**config.mk**
```make
export PLATFORM = sky130hd
export DESIGN_NAME = rock_driver
export DESIGN_NICKNAME = d
export VERILOG_FILES = /design/src/rtl/rock_driver.sv
export SDC_FILE = /design/constraint.sdc
export NUM_CORES = 1
export LEC_CHECK = 0
export CORE_MARGIN = 2
export CORE_UTILIZATION = 50
export DETAILED_ROUTE_END_ITERATION = 8
export PLACE_DENSITY = 0.72
export SLEW_MARGIN = 20
export SYNTH_ARGS = -nofsm -noshare
export SYNTH_HDL_FRONTEND = slang
export SYNTH_SLANG_ARGS = --single-unit
```
**constraint.sdc**
```tcl
create_clock -name clk -period 7.55 [get_ports clk]
set_input_delay 1.8875 -clock clk [delete_from_list [all_inputs] [get_ports clk]]
set_output_delay 1.8875 -clock clk [all_outputs]
set_load 0.03 [all_outputs]
```
**src/rtl/rock_driver.sv**
```systemverilog
// Rocking motor driver: frequency/amplitude setpoints, half-period timing, PWM and fault FSM.
// Optional ROCK_DRIVER_SOFTSTART_EN ramps the effective amplitude one step per half-period.
module rock_driver #(
  parameter int unsigned TICK_DIV  = 1000,
  parameter int unsigned FREQ_INIT = 4,
  parameter int unsigned AMP_INIT  = 15,
  parameter int unsigned ERR_LIMIT = 3
) (
  input  logic       clk,
  input  logic       reset,
  input  logic       enable,
  input  logic       step,
  input  logic       Fplus,
  input  logic       Fmin,
  input  logic       Amin,
  input  logic       ERROR,
  input  logic       clear,
  output logic [3:0] freq,
  output logic [3:0] amp,
  output logic       motor_pwm,
  output logic       motor_dir,
  output logic [1:0] state,
  output logic       fault
);

  typedef enum logic [1:0] {IDLE = 2'd0, RUN = 2'd1, STOP = 2'd2, FAULT = 2'd3} state_t;

  localparam int unsigned PW = (TICK_DIV > 1) ? $clog2(TICK_DIV) : 1;
  localparam int unsigned EW = $clog2(ERR_LIMIT + 1);
  localparam logic [PW-1:0] PRE_MAX = PW'(TICK_DIV - 1);
  localparam logic [EW-1:0] ERR_MAX = EW'(ERR_LIMIT);

  state_t          st, st_nx;
  logic [PW-1:0]   pre;
  logic [3:0]      hp_cnt, freq_act, pwm_cnt, amp_eff, freq_nx, amp_nx;
  logic [EW-1:0]   err_cnt, err_nx;
  logic            running, boundary, live_step, trip, leave_idle;

`ifdef ROCK_DRIVER_SOFTSTART_EN
  logic [3:0] ss_lvl;
  // A lowered amp clamps the ramp level combinationally, not a cycle later.
  assign amp_eff = (ss_lvl > amp) ? amp : ss_lvl;
`else
  assign amp_eff = amp;
`endif

  always_comb begin
    running    = (st == RUN) || (st == STOP);
    boundary   = running && (pre == PRE_MAX) && (hp_cnt == (4'd15 - freq_act));
    live_step  = step && (st != FAULT);
    freq_nx    = freq;
    amp_nx     = amp;
    err_nx     = err_cnt;
    trip       = 1'b0;
    if (live_step) begin
      if (Fplus && !Fmin && freq != 4'd15)      freq_nx = freq + 4'd1;
      else if (Fmin && !Fplus && freq > 4'd1)   freq_nx = freq - 4'd1;
      if (Amin && amp != 4'd0)                  amp_nx  = amp - 4'd1;
      if (ERROR) begin
        err_nx = (err_cnt == ERR_MAX) ? err_cnt : err_cnt + 1'b1;
        trip   = (err_nx == ERR_MAX);
      end else begin
        err_nx = '0;
      end
    end
    st_nx = st;
    unique case (st)
      IDLE:  if (enable && amp != 4'd0) st_nx = RUN;
      RUN:   if (!enable || amp == 4'd0) st_nx = STOP;
      STOP:  if (boundary) st_nx = IDLE;
      FAULT: if (clear && !enable) st_nx = IDLE;
    endcase
    if (trip) st_nx = FAULT;
    leave_idle = (st == IDLE) && (st_nx == RUN);
  end

  always_ff @(posedge clk or posedge reset) begin
    if (reset) begin
      st        <= IDLE;
      freq      <= 4'(FREQ_INIT);
      amp       <= 4'(AMP_INIT);
      freq_act  <= 4'(FREQ_INIT);
      pre       <= '0;
      hp_cnt    <= '0;
      pwm_cnt   <= '0;
      err_cnt   <= '0;
      motor_pwm <= 1'b0;
      motor_dir <= 1'b0;
`ifdef ROCK_DRIVER_SOFTSTART_EN
      ss_lvl    <= '0;
`endif
    end else begin
      st        <= st_nx;
      freq      <= freq_nx;
      amp       <= amp_nx;
      err_cnt   <= (st == FAULT && st_nx == IDLE) ? '0 : err_nx;
      motor_pwm <= (st_nx == RUN) && (pwm_cnt < amp_eff);
      pwm_cnt   <= (st == RUN && st_nx == RUN) ? pwm_cnt + 4'd1 : '0;
      if (boundary || leave_idle) freq_act <= freq;
      if (running && (st_nx == RUN || st_nx == STOP)) begin
        if (pre == PRE_MAX) begin
          pre    <= '0;
          hp_cnt <= boundary ? '0 : hp_cnt + 4'd1;
        end else begin
          pre    <= pre + 1'b1;
        end
      end else begin
        pre    <= '0;
        hp_cnt <= '0;
      end
      if (st_nx == IDLE || st_nx == FAULT) motor_dir <= 1'b0;
      else if (boundary)                   motor_dir <= ~motor_dir;
`ifdef ROCK_DRIVER_SOFTSTART_EN
      if (leave_idle)                       ss_lvl <= 4'd1;
      else if (boundary && amp_eff < amp)   ss_lvl <= amp_eff + 4'd1;
      else                                  ss_lvl <= amp_eff;
`endif
    end
  end

  assign state = st;
  assign fault = (st == FAULT);

endmodule
```
* Word level (Yosys, flattened, before mapping)
Index checks and enable logic that the tools add are counted.
** Word-level totals
- Flip-flop bits (word level) :: 36
- Bits of input ports :: 9
- Output and inout port bits :: 13
- Word-level logic and storage cells :: 88
** Operators by class
- $add $sub $neg :: 8
- Order comparisons :: 2
- Equal/unequal tests :: 13
- Muxes and demuxes :: 22
- Bitwise gates (word level) :: 1
- Reductions and logical operators :: 32
** Operators by type and width (number)
- 4-bit 2-to-1 mux :: 6
- 10-bit 2-to-1 mux :: 2
- 2-bit 2-to-1 mux :: 9
- 1-bit logical AND :: 15
- 4-bit by 1-bit adder with 4-bit output, second input constant :: 3
- 2-bit equality test, second input constant :: 6
- 10-bit by 1-bit adder with 10-bit output, second input constant :: 1
- 10-bit equality test, second input constant :: 1
- 2-bit case mux with 4 select lines :: 1
- 4-bit by 1-bit subtractor with 4-bit output, second input constant :: 2
- 2-bit nonzero test :: 3
- 1-bit logical OR :: 5
- 2-bit by 1-bit equality test with 1-bit output, second input constant :: 2
- 4-bit equality test :: 1
- 4-bit by 1-bit > comparator with 1-bit output, second input constant :: 1
- 2-bit logical NOT :: 2
- 4-bit logical NOT :: 1
- 4-bit less-than comparator :: 1
- 1-bit 2-to-1 mux :: 4
- 2-bit != test, second input constant :: 2
- 4-bit != test, second input constant :: 1
- 2-bit AND reduction :: 2
- 4-bit nonzero test :: 1
- 4-bit subtractor, first input constant :: 1
- other kinds (3) :: 5

* Logic depth before layout (Yosys ltp)
Gate-level depths: netlist (run 1).
- Word-level depth :: 11
- Gate-level depth with buffers :: 11
- Gate-level depth less buffers :: 11

* Least setup slack after synthesis (run 1)
OpenSTA, ideal clock, no wires.
- Path type :: input -> register
- Start point :: in enable
- End point :: reg freq_act[0]
- Setup time :: 0.125 ns
- Arrival :: 3.516 ns
- Required time :: 7.425 ns
- Setup slack :: 3.910 ns
- Stages :: 7
- Buffers on the path :: 0
- Path through :: nand2b_1 > a21oi_1 > a2111oi_0 > nor3_1 > ha_1 > a32oi_1 > mux2_2
** Between the ends
- Longest elaborated chain between the ends :: 8
- Elaborated cells on any way between the ends :: 12
- Classes of those cells :: eq/ne (1); mux (5); reduce/logical (6)
** Ends and longest elaborated chain
- from (decl) :: line 11 : input logic enable,
- 1-bit logical NOT :: line 69, 71
- 1-bit logical AND or 1-bit logical OR (tied branches) :: line 71, 69
- 2-bit 2-to-1 mux (on tied branches) :: line 71, 69
- 2-bit case mux with 4 select lines * :: line 67 : unique case (st)
- 2-bit 2-to-1 mux * :: line 73 : if (trip) st_nx = FAULT;
- 2-bit by 1-bit equality test with 1-bit output * :: line 74 : leave_idle = (st == IDLE) && (st_nx == RUN);
- 1-bit logical AND * :: line 74
- 1-bit logical OR * :: line 99 : if (boundary || leave_idle) freq_act <= freq;
- to (signal assigned) :: line 82 : freq_act <= 4'(FREQ_INIT);
- to (signal assigned) :: line 99
- to (decl) :: line 35 : logic [3:0] hp_cnt, freq_act, pwm_cnt, amp_eff, freq_nx, amp_nx;
Every way passes the cells marked *; elsewhere a longest branch is shown, timed or not.
A chain may end at the register's enable or synchronous reset.

* Final worst setup path (run 1)
Ends and elaborated chain as after synthesis.

==> results.md, run 1 <==
- The die outline width is slightly below 70 um.
- CTS built an H-tree with a depth of 2.
- The ratio of total power to cell area is 362 mW/mm^2.
- The data arrival at the endpoint of the critical path is 4.26 ns.
- In the synthesized netlist the dominant register cell turns out to be sky130_fd_sc_hd__dfrtp_1.
- The cell area after placement is 0.00232 mm^2.
- The mux cell area share after synthesis is under 10%.
- The synthesis-stage register bit count is 36.
- The number of synthesized flops with an enable pin is 0.
- The tightest hold path in the finished design has a slack of 0.493 ns.
- Of the total power, the clock network draws 19.3%.
- By area, the combinational part of the netlist is dominated by simple AND/OR/NAND/NOR gates.
- The first global-routing pass estimated 6150 um of wire.
- The number of vias per cell after detailed routing is 5.51.
- The synthesized netlist devotes 9.96% of its cell area to compound gates.
- For this run, the detailed router's first-pass iteration total came to 4.
- Buffers inserted during clock tree synthesis total 5.
- The post-synthesis async set-or-reset flop share is 100%.
- The number of failing hold endpoints at the final stage was 0.
- The number of antenna diodes in the final layout is 0.
- Counting instances in the post-synthesis netlist gives the leading cell types as 30 x sky130_fd_sc_hd__dfrtp_1, 20 x sky130_fd_sc_hd__nor2_1, 17 x sky130_fd_sc_hd__ha_1.
- The effective utilization at floorplan is 51.5%.
- The total setup violations reported at the end of the flow is 0.
- The count of distinct cell types in the synthesized netlist is 40.
- The setup clock skew after layout is between 0.009 and 0.01 ns.
- The detailed router's first-iteration violation count is just under 60.
- The buffer levels on the longest clock path is 2.
- The CTS clock-pin slew for the worst setup and hold paths is around 0.070 ns.
- The number of buffers inserted to repair setup after CTS is 0.
- Entering global routing, the biggest net connects 37 pins.
- The normalized max-slew margin is 62.9%.
- The min-delay analysis places its worst path in the category flop to flop.
- The leakage power summed over all cells is roughly 1.1 nW.
- The Yosys warning count is 0.
- The share of cells above drive strength 1 is 9.32%.
- The share of total power in combinational logic is 45.1%.
- The run finished with clean final reports.
- The net count of the finished layout is 261.
- The mean area per synthesized cell is ~9.9 um^2.
- The sequential cells in the finished layout cover a total of 908 um^2.
- The later-pin clock latency in the skew report is 0.30 ns.
- After detailed routing, the average wire length per cell comes to between 10 and 15 um.
- Summing internal, switching and leakage power gives 0.882 mW.
- In this run the biggest area consumer among cell types represents between 30% and 40% of the synthesized area.
- In this run the power spent charging and discharging nets is 0.357 mW.
- The CTS tree is done.
- The mapped netlist covers 0.00205 mm^2.
- The sequential share of power is 35.7%.
- In this run switching power makes up 40.5% of total power.
- In this run the tool buffered the top-level ports with 21 buffer cells.
- CTS saw 36 sinks.
- The type of the worst setup path is input port to flop.
- The floorplan row count is 23.
- In the global route stage, overall resource usage came out at between 10% and 20%.
- Of the total synthesized cell area, the portion taken by XOR and XNOR cells is 8.56%.
- The endpoint kind of the worst setup timing path is a flop.
- After clock tree synthesis, the flow added hold-fix buffers numbering 0.
- The total of max-cap violations is 0.
- At the worst endpoint, the required time is 7.73 ns.
- Synthesis produced slightly above 200 cells.
- STA classifies the critical path startpoint as an input port.
- The biggest fanout along the worst timing path is 4.
- The tree is rooted in a sky130_fd_sc_hd__clkbuf_8.
- The transition time at the pin with the least slew margin is approximately 0.54 ns.
- The area growth from synthesis to final layout is 18.9%.
- The max-slew violation total from the final report is 0.
- Once detail routing completed, the nets flagged for antenna violations numbered 0.
- The area fraction in and, or, nand and nor cells after synthesis is about a fifth.
- The number of remaining DRC errors is 0.
- Global routing finished with a remaining overflow of 0.
- The multi-input logic area is 0.00108 mm^2.
- The vias after detailed routing is 1575.
- Cell internal power was estimated by the tool at 0.525 mW.
- At the end of routability-driven placement, the weighted congestion stood at between 0.7 and 0.8.
- The number of antenna violations at the first check in global routing came to 0.
- The smallest clock period supported by the final layout is computed as 4.09 ns.
- The worst-case IR drop observed on VDD is 0.198 mV.
- The standard cell core area is approximately 0.0040 mm^2.
- The final sum of negative setup slack is 0 ns.
- The share of the cycle needed by the critical path after routing is 54.1%.
- 22 I/O pins were placed.
- The post-detailed-routing wire length is 3750 um.
- Of the total synthesized cell area, the portion taken by full adders, half adders and majority gates is between 10% and 20%.
- Cells fill 61.3% of the core in the end.
- The die covers 0.00462 mm^2.
- Of all cell types, the one taking the most synthesized area is sky130_fd_sc_hd__dfrtp_1.
- Summed over all nets, the half-perimeter wirelength after detailed placement is 2680 um.
- Yosys attributes the largest share of cell area to sky130_fd_sc_hd__dfrtp_1 37%, sky130_fd_sc_hd__ha_1 10%, sky130_fd_sc_hd__dfstp_2 7.7%.
- The most numerous cell in the Yosys netlist is sky130_fd_sc_hd__dfrtp_1.
- The final instance area is 0.00243 mm^2.
- Setup slack on the worst reg-to-reg path comes out at 4.32 ns.
- Based on the critical path, the design can be clocked at up to 245 MHz.
- Setup repair after global routing left no endpoint under its margin.
- Of the synthesized area, sequential elements account for 44.4%.
- Once the clock tree was built, the resizer swapped 0 gates to a different size.
- The via count of the first global-routing pass is 1352.
- The filler cell count in the final layout is 349.
- The die extent in y is 68.0 um.
- The net count after synthesis is 233.
cells by family after synthesis:
logic type | Yosys count
fa+ha+maj | 17
simple gates | 83
xor+xnor | 20
flops | 36
compound gates | 31
mux | 6
buf+inv | 14
area by class of cell:
type / count / area share, %
clock buffers: 5 / 2.83
clock inverters: 3 / 1.75
inverters: 13 / 2.01
multi-input cells: 157 / 44.6
flip-flops and latches: 36 / 37.3
well taps: 50 / 2.57
repair buffers: 22 / 8.95
worst max-delay path, stage by stage:
cell	delay [ns]
sky130_fd_sc_hd__clkdlybuf4s50_1	0.49
sky130_fd_sc_hd__nand2b_1	0.13
sky130_fd_sc_hd__a21oi_1	0.07
sky130_fd_sc_hd__a2111oi_0	0.52
sky130_fd_sc_hd__nor3_1	0.17
sky130_fd_sc_hd__ha_1	0.25
sky130_fd_sc_hd__a32oi_1	0.36
sky130_fd_sc_hd__mux2_2	0.39
state kept, by name, summed over array words and instances (netlist names):
register / count
amp: 4
freq_act: 4
pre: 10
hp_cnt: 4
err_cnt: 2
motor_pwm: 1
freq: 4
pwm_cnt: 4
state: 2
motor_dir: 1
layer usage:
layer  GRT usage, %  share of wire (%)
met2           28.3                 47
met4           8.75                2.1
met3           6.09                4.3
met1           23.2                 47
met5              0                  0
final timing paths:
path                                   from                      end  cells after the start
min in group asynchronous             reset      motor_pwm$_DFF_PP0_                      3
max in group asynchronous             reset  freq_act[2]$_DFFE_PP1P_                      3
hold reg to reg            pre[0]$_DFF_PP0_         pre[0]$_DFF_PP0_                      1
hold / removal             pre[0]$_DFF_PP0_         pre[0]$_DFF_PP0_                      1
setup / recovery                     enable  freq_act[0]$_DFFE_PP0P_                      8
setup reg to reg           pre[0]$_DFF_PP0_  freq_act[0]$_DFFE_PP0P_                      8
layout by cell type (no fill, tap or decap), drive strengths merged, types with 3 or more instances in the layout:
master / Yosys / layout
o21ai: 6 / 6
or3: 3 / 3
ha: 17 / 17
inv: 13 / 13
nor3: 5 / 5
clkbuf: 0 / 5
nand3: 14 / 14
clkdlybuf4s50: 0 / 21
a21oi: 8 / 8
dfrtp: 30 / 30
xnor2: 11 / 11
dfstp: 6 / 6
mux2: 4 / 4
and3: 3 / 3
a21o: 3 / 3
xor2: 9 / 9
nand2: 15 / 15
nand4: 3 / 3
nor2b: 3 / 3
nand2b: 7 / 7
nor2: 20 / 20
metrics by stage:
step	setup slack [ns]	instances
after floorplan	3.91	207
after global placement	3.28	278
after detailed placement	3.20	278
after CTS	3.47	286
after global routing	3.27	286
final	3.46	286
power groups by stage:
stage          Combinational [mW]  Clock (mW)  Sequential [mW]
4_1_cts                     0.401       0.175            0.315
3_5_place_dp                0.399           0            0.319
5_1_grt                     0.440       0.188            0.324
2_1_floorplan               0.227           0            0.362
3_3_place_gp                0.392           0            0.318
6_report                    0.398       0.170            0.314
(Power assumes the default switching activity.)
==> run 2, diff against run 1 <==
==> constraint.sdc (replaced) <==
create_clock -name clk -period 4.24 [get_ports clk]
set_input_delay 1.06 -clock clk [delete_from_list [all_inputs] [get_ports clk]]
set_output_delay 1.06 -clock clk [all_outputs]
set_load 0.03 [all_outputs]
==> results.md, run 2 (synthesized netlist as in run 1, its figures left out) <==
- The required time at the worst-slack endpoint is 4.40 ns.
- From left edge to right edge, the die measures 68.0 um.
- STA classifies the critical path startpoint as a flop.
- The sequential share of power is 36.9%.
- In this run switching power makes up 41.2% of total power.
- The dominant cell type by count on the critical path is sky130_fd_sc_hd__ha_1.
- The number of buffers inserted to repair setup after CTS is 0.
- The total setup violations reported at the end of the flow is 0.
- The ratio of total power to cell area is 628 mW/mm^2.
- The library cell used most frequently in the layout, excluding fill and tap cells, is sky130_fd_sc_hd__dfrtp_1.
- On the critical path the largest part of the delay comes from compound AO/OA/AOI/OAI gates.
- After detailed routing, the number of remaining DRC violations is 0.
- The net switching power of the design is 0.625 mW.
- Buffers inserted during clock tree synthesis total 5.
- Detailed placement ended at an HPWL of 2760 um.
- Across the run, the number of max-cap violations was 0.
- The post-layout total power is 1.52 mW.
- The number of sinks handled by clock tree synthesis is 36.
- The effective utilization at floorplan is 51.5%.
- The count of port buffers added during placement is 21.
- The floorplan step defined a die boundary enclosing 0.00462 mm^2.
- The final weighted congestion in routability-driven placement is 0.777.
- The slowest cell on the critical path is sky130_fd_sc_hd__o311ai_0.
- Based on the critical path, the design can be clocked at up to 310 MHz.
- At the worst endpoint, the arrival time is 3.38 ns.
- The endpoint kind of the worst setup timing path is a flop.
- Relative to the synthesized area, the layout overhead comes to 18.0%.
- Global routing consumed, over all layers together, 17.8% of the routing resources.
- The share of the cycle needed by the critical path after routing is 76.0%.
- The type of the worst setup path is flop to flop.
- The part of the power in the clock network is 16.2%.
- Fill cells in the final layout number 332.
- The top cell types in the final layout, fill and taps aside, are 30 x sky130_fd_sc_hd__dfrtp_1, 21 x sky130_fd_sc_hd__clkdlybuf4s50_1, 20 x sky130_fd_sc_hd__nor2_1, 17 x sky130_fd_sc_hd__ha_1, 15 x sky130_fd_sc_hd__nand2_1.
- The maximum number of pins on one net before global-route repair is 37.
- In this run the cell area measured after placement is roughly 0.0023 mm^2.
- Once detail routing completed, the nets flagged for antenna violations numbered 0.
- In this design, the stage delay of the slowest critical-path cell is 0.54 ns.
- The post-detailed-routing wire length is 3670 um.
- The later-pin clock latency in the skew report is 0.28 ns.
- Setup repair after global routing left no endpoint under its margin.
- The detailed router's first-iteration violation count is 49.
- Of the cells placed in the final design, the portion with a size suffix greater than 1 is 9.32%.
- The biggest fanout along the worst timing path is 8.
- For the final routed database, the setup TNS stands at 0 ns.
- The register name with the most flops is pre.
- The total area inside the core boundary comes to 0.00397 mm^2.
- The wire length of the first global-routing pass is 6280 um.
- The number of vias per cell after detailed routing is 5.42.
- For the pin with the worst max-slew slack, the measured transition is 0.597 ns.
- The buffer levels on the longest clock path is 2.
- The worst hold-check slack is 0.485 ns.
- The cell chosen for the clock root is sky130_fd_sc_hd__clkbuf_8.
- The number of diodes added for antenna fixing is 0.
- The CTS clock-pin slew for the worst setup and hold paths is 0.07 ns.
- The post-route minimum period is between 3 and 4 ns.
- Walking the worst path, the cells encountered are ha_1 > nand4b_2 > or3_1 > o311ai_0 > nand4_1 > ha_1 > a32oi_1 > mux2_2.
- The number of antenna violations at the first check in global routing is 0.
- Cell internal power was estimated by the tool at roughly 0.89 mW.
- The floorplan row count is 23.
- The post-cts resize count is 0.
- From bottom edge to top edge, the die measures approximately 70 um.
- For this block, the via count after detailed routing is 1550.
- The max-slew violation total from the final report is 0.
- TritonCTS built the clock tree.
- The worst min-delay path class is flop to flop.
- The setup clock skew after layout is roughly 0.0064 ns.
- The net total in the final layout is 261.
- The worst vdd rail ir drop is about 0.28 mV.
- Of the total power, combinational logic draws between 40% and 50%.
- The via count of the first global-routing pass is 1467.
- Before antenna repair, the detailed router went through 4 iterations.
- The final global-route overflow total is 0.
- The I/O pin count is 22.
- Summing all non-filler instances in the final layout gives an area of 0.00241 mm^2.
- The register with the most flip-flops in the layout has 10 of them.
- The H-tree was split into 2 levels.
- The mean routed wirelength per cell is 12.8 um.
- The critical path contains buffers and inverters numbering 0 combined.
- Headroom to the max-slew limit came out at roughly three fifths.
- The number of failing hold endpoints at the final stage is 0.
- The flow ran to the end, and the final reports show no timing, DRC or antenna violations.
- In this run the static leakage power is 1.09 nW.
- After clock tree synthesis, the flow added hold-fix buffers numbering 0.
run 2: final cells by class:
type	instances	area, um^2	share of cell area (%)
Clock inverter	2	10.0	0.415
Tap cell	50	62.6	2.59
Inverter	13	48.8	2.02
Multi-Input combinational cell	157	1080	44.9
Sequential cell	36	908	37.6
Timing Repair Buffer	22	218	9.02
Clock buffer	6	82.6	3.42
run 2: layer usage:
metal | GRT usage [%] | vias to the layer above | share of wire [%]
met1 | 22.6 | 744 | 47
li1 | - | 781 | -
met2 | 30.1 | 23 | 50
met4 | 6.00 | 0 | 0.52
met5 | 0 | - | 0
met3 | 3.95 | 2 | 3.1
run 2: through the flow:
stage | cells | setup slack (ns) | util [%]
floorplan | 207 | 1.35 | -
global placement | 278 | 0.783 | 58.5
detailed placement | 278 | 0.748 | 58.5
CTS | 286 | 1.04 | 60.8
global route | 286 | 0.825 | 60.8
finish | 286 | 1.02 | 60.8
run 2: worst register-to-register path, stage by stage, from the launching register on:
cell and delay, ns:
sky130_fd_sc_hd__dfrtp_1 0.38, sky130_fd_sc_hd__ha_1 0.27, sky130_fd_sc_hd__nand4b_2 0.16, sky130_fd_sc_hd__or3_1 0.49
sky130_fd_sc_hd__o311ai_0 0.54, sky130_fd_sc_hd__nand4_1 0.22, sky130_fd_sc_hd__ha_1 0.29, sky130_fd_sc_hd__a32oi_1 0.37
sky130_fd_sc_hd__mux2_2 0.39
run 2: power groups by stage:
stage | registers [mW] | clock network, mW | logic (mW)
detailed placement | 0.566 | 0 | 0.715
floorplan | 0.644 | 0 | 0.403
global route | 0.578 | 0.276 | 0.790
CTS | 0.560 | 0.258 | 0.717
global placement | 0.566 | 0 | 0.701
finish | 0.560 | 0.246 | 0.709
run 2: worst paths after layout:
path / startpoint / to / slack (ns) / cells after the start
worst max-delay path: pre[0]$_DFF_PP0_ / freq_act[0]$_DFFE_PP0P_ / 1.02 / 8
worst min-delay path: pwm_cnt[0]$_DFF_PP0_ / pwm_cnt[0]$_DFF_PP0_ / 0.49 / 1
worst max register to register: pre[0]$_DFF_PP0_ / freq_act[0]$_DFFE_PP0P_ / 1.02 / 8
worst min register to register: pwm_cnt[0]$_DFF_PP0_ / pwm_cnt[0]$_DFF_PP0_ / 0.49 / 1
max in group asynchronous: reset / freq_act[2]$_DFFE_PP1P_ / 2.72 / 3
min in group asynchronous: reset / motor_pwm$_DFF_PP0_ / 1.17 / 3
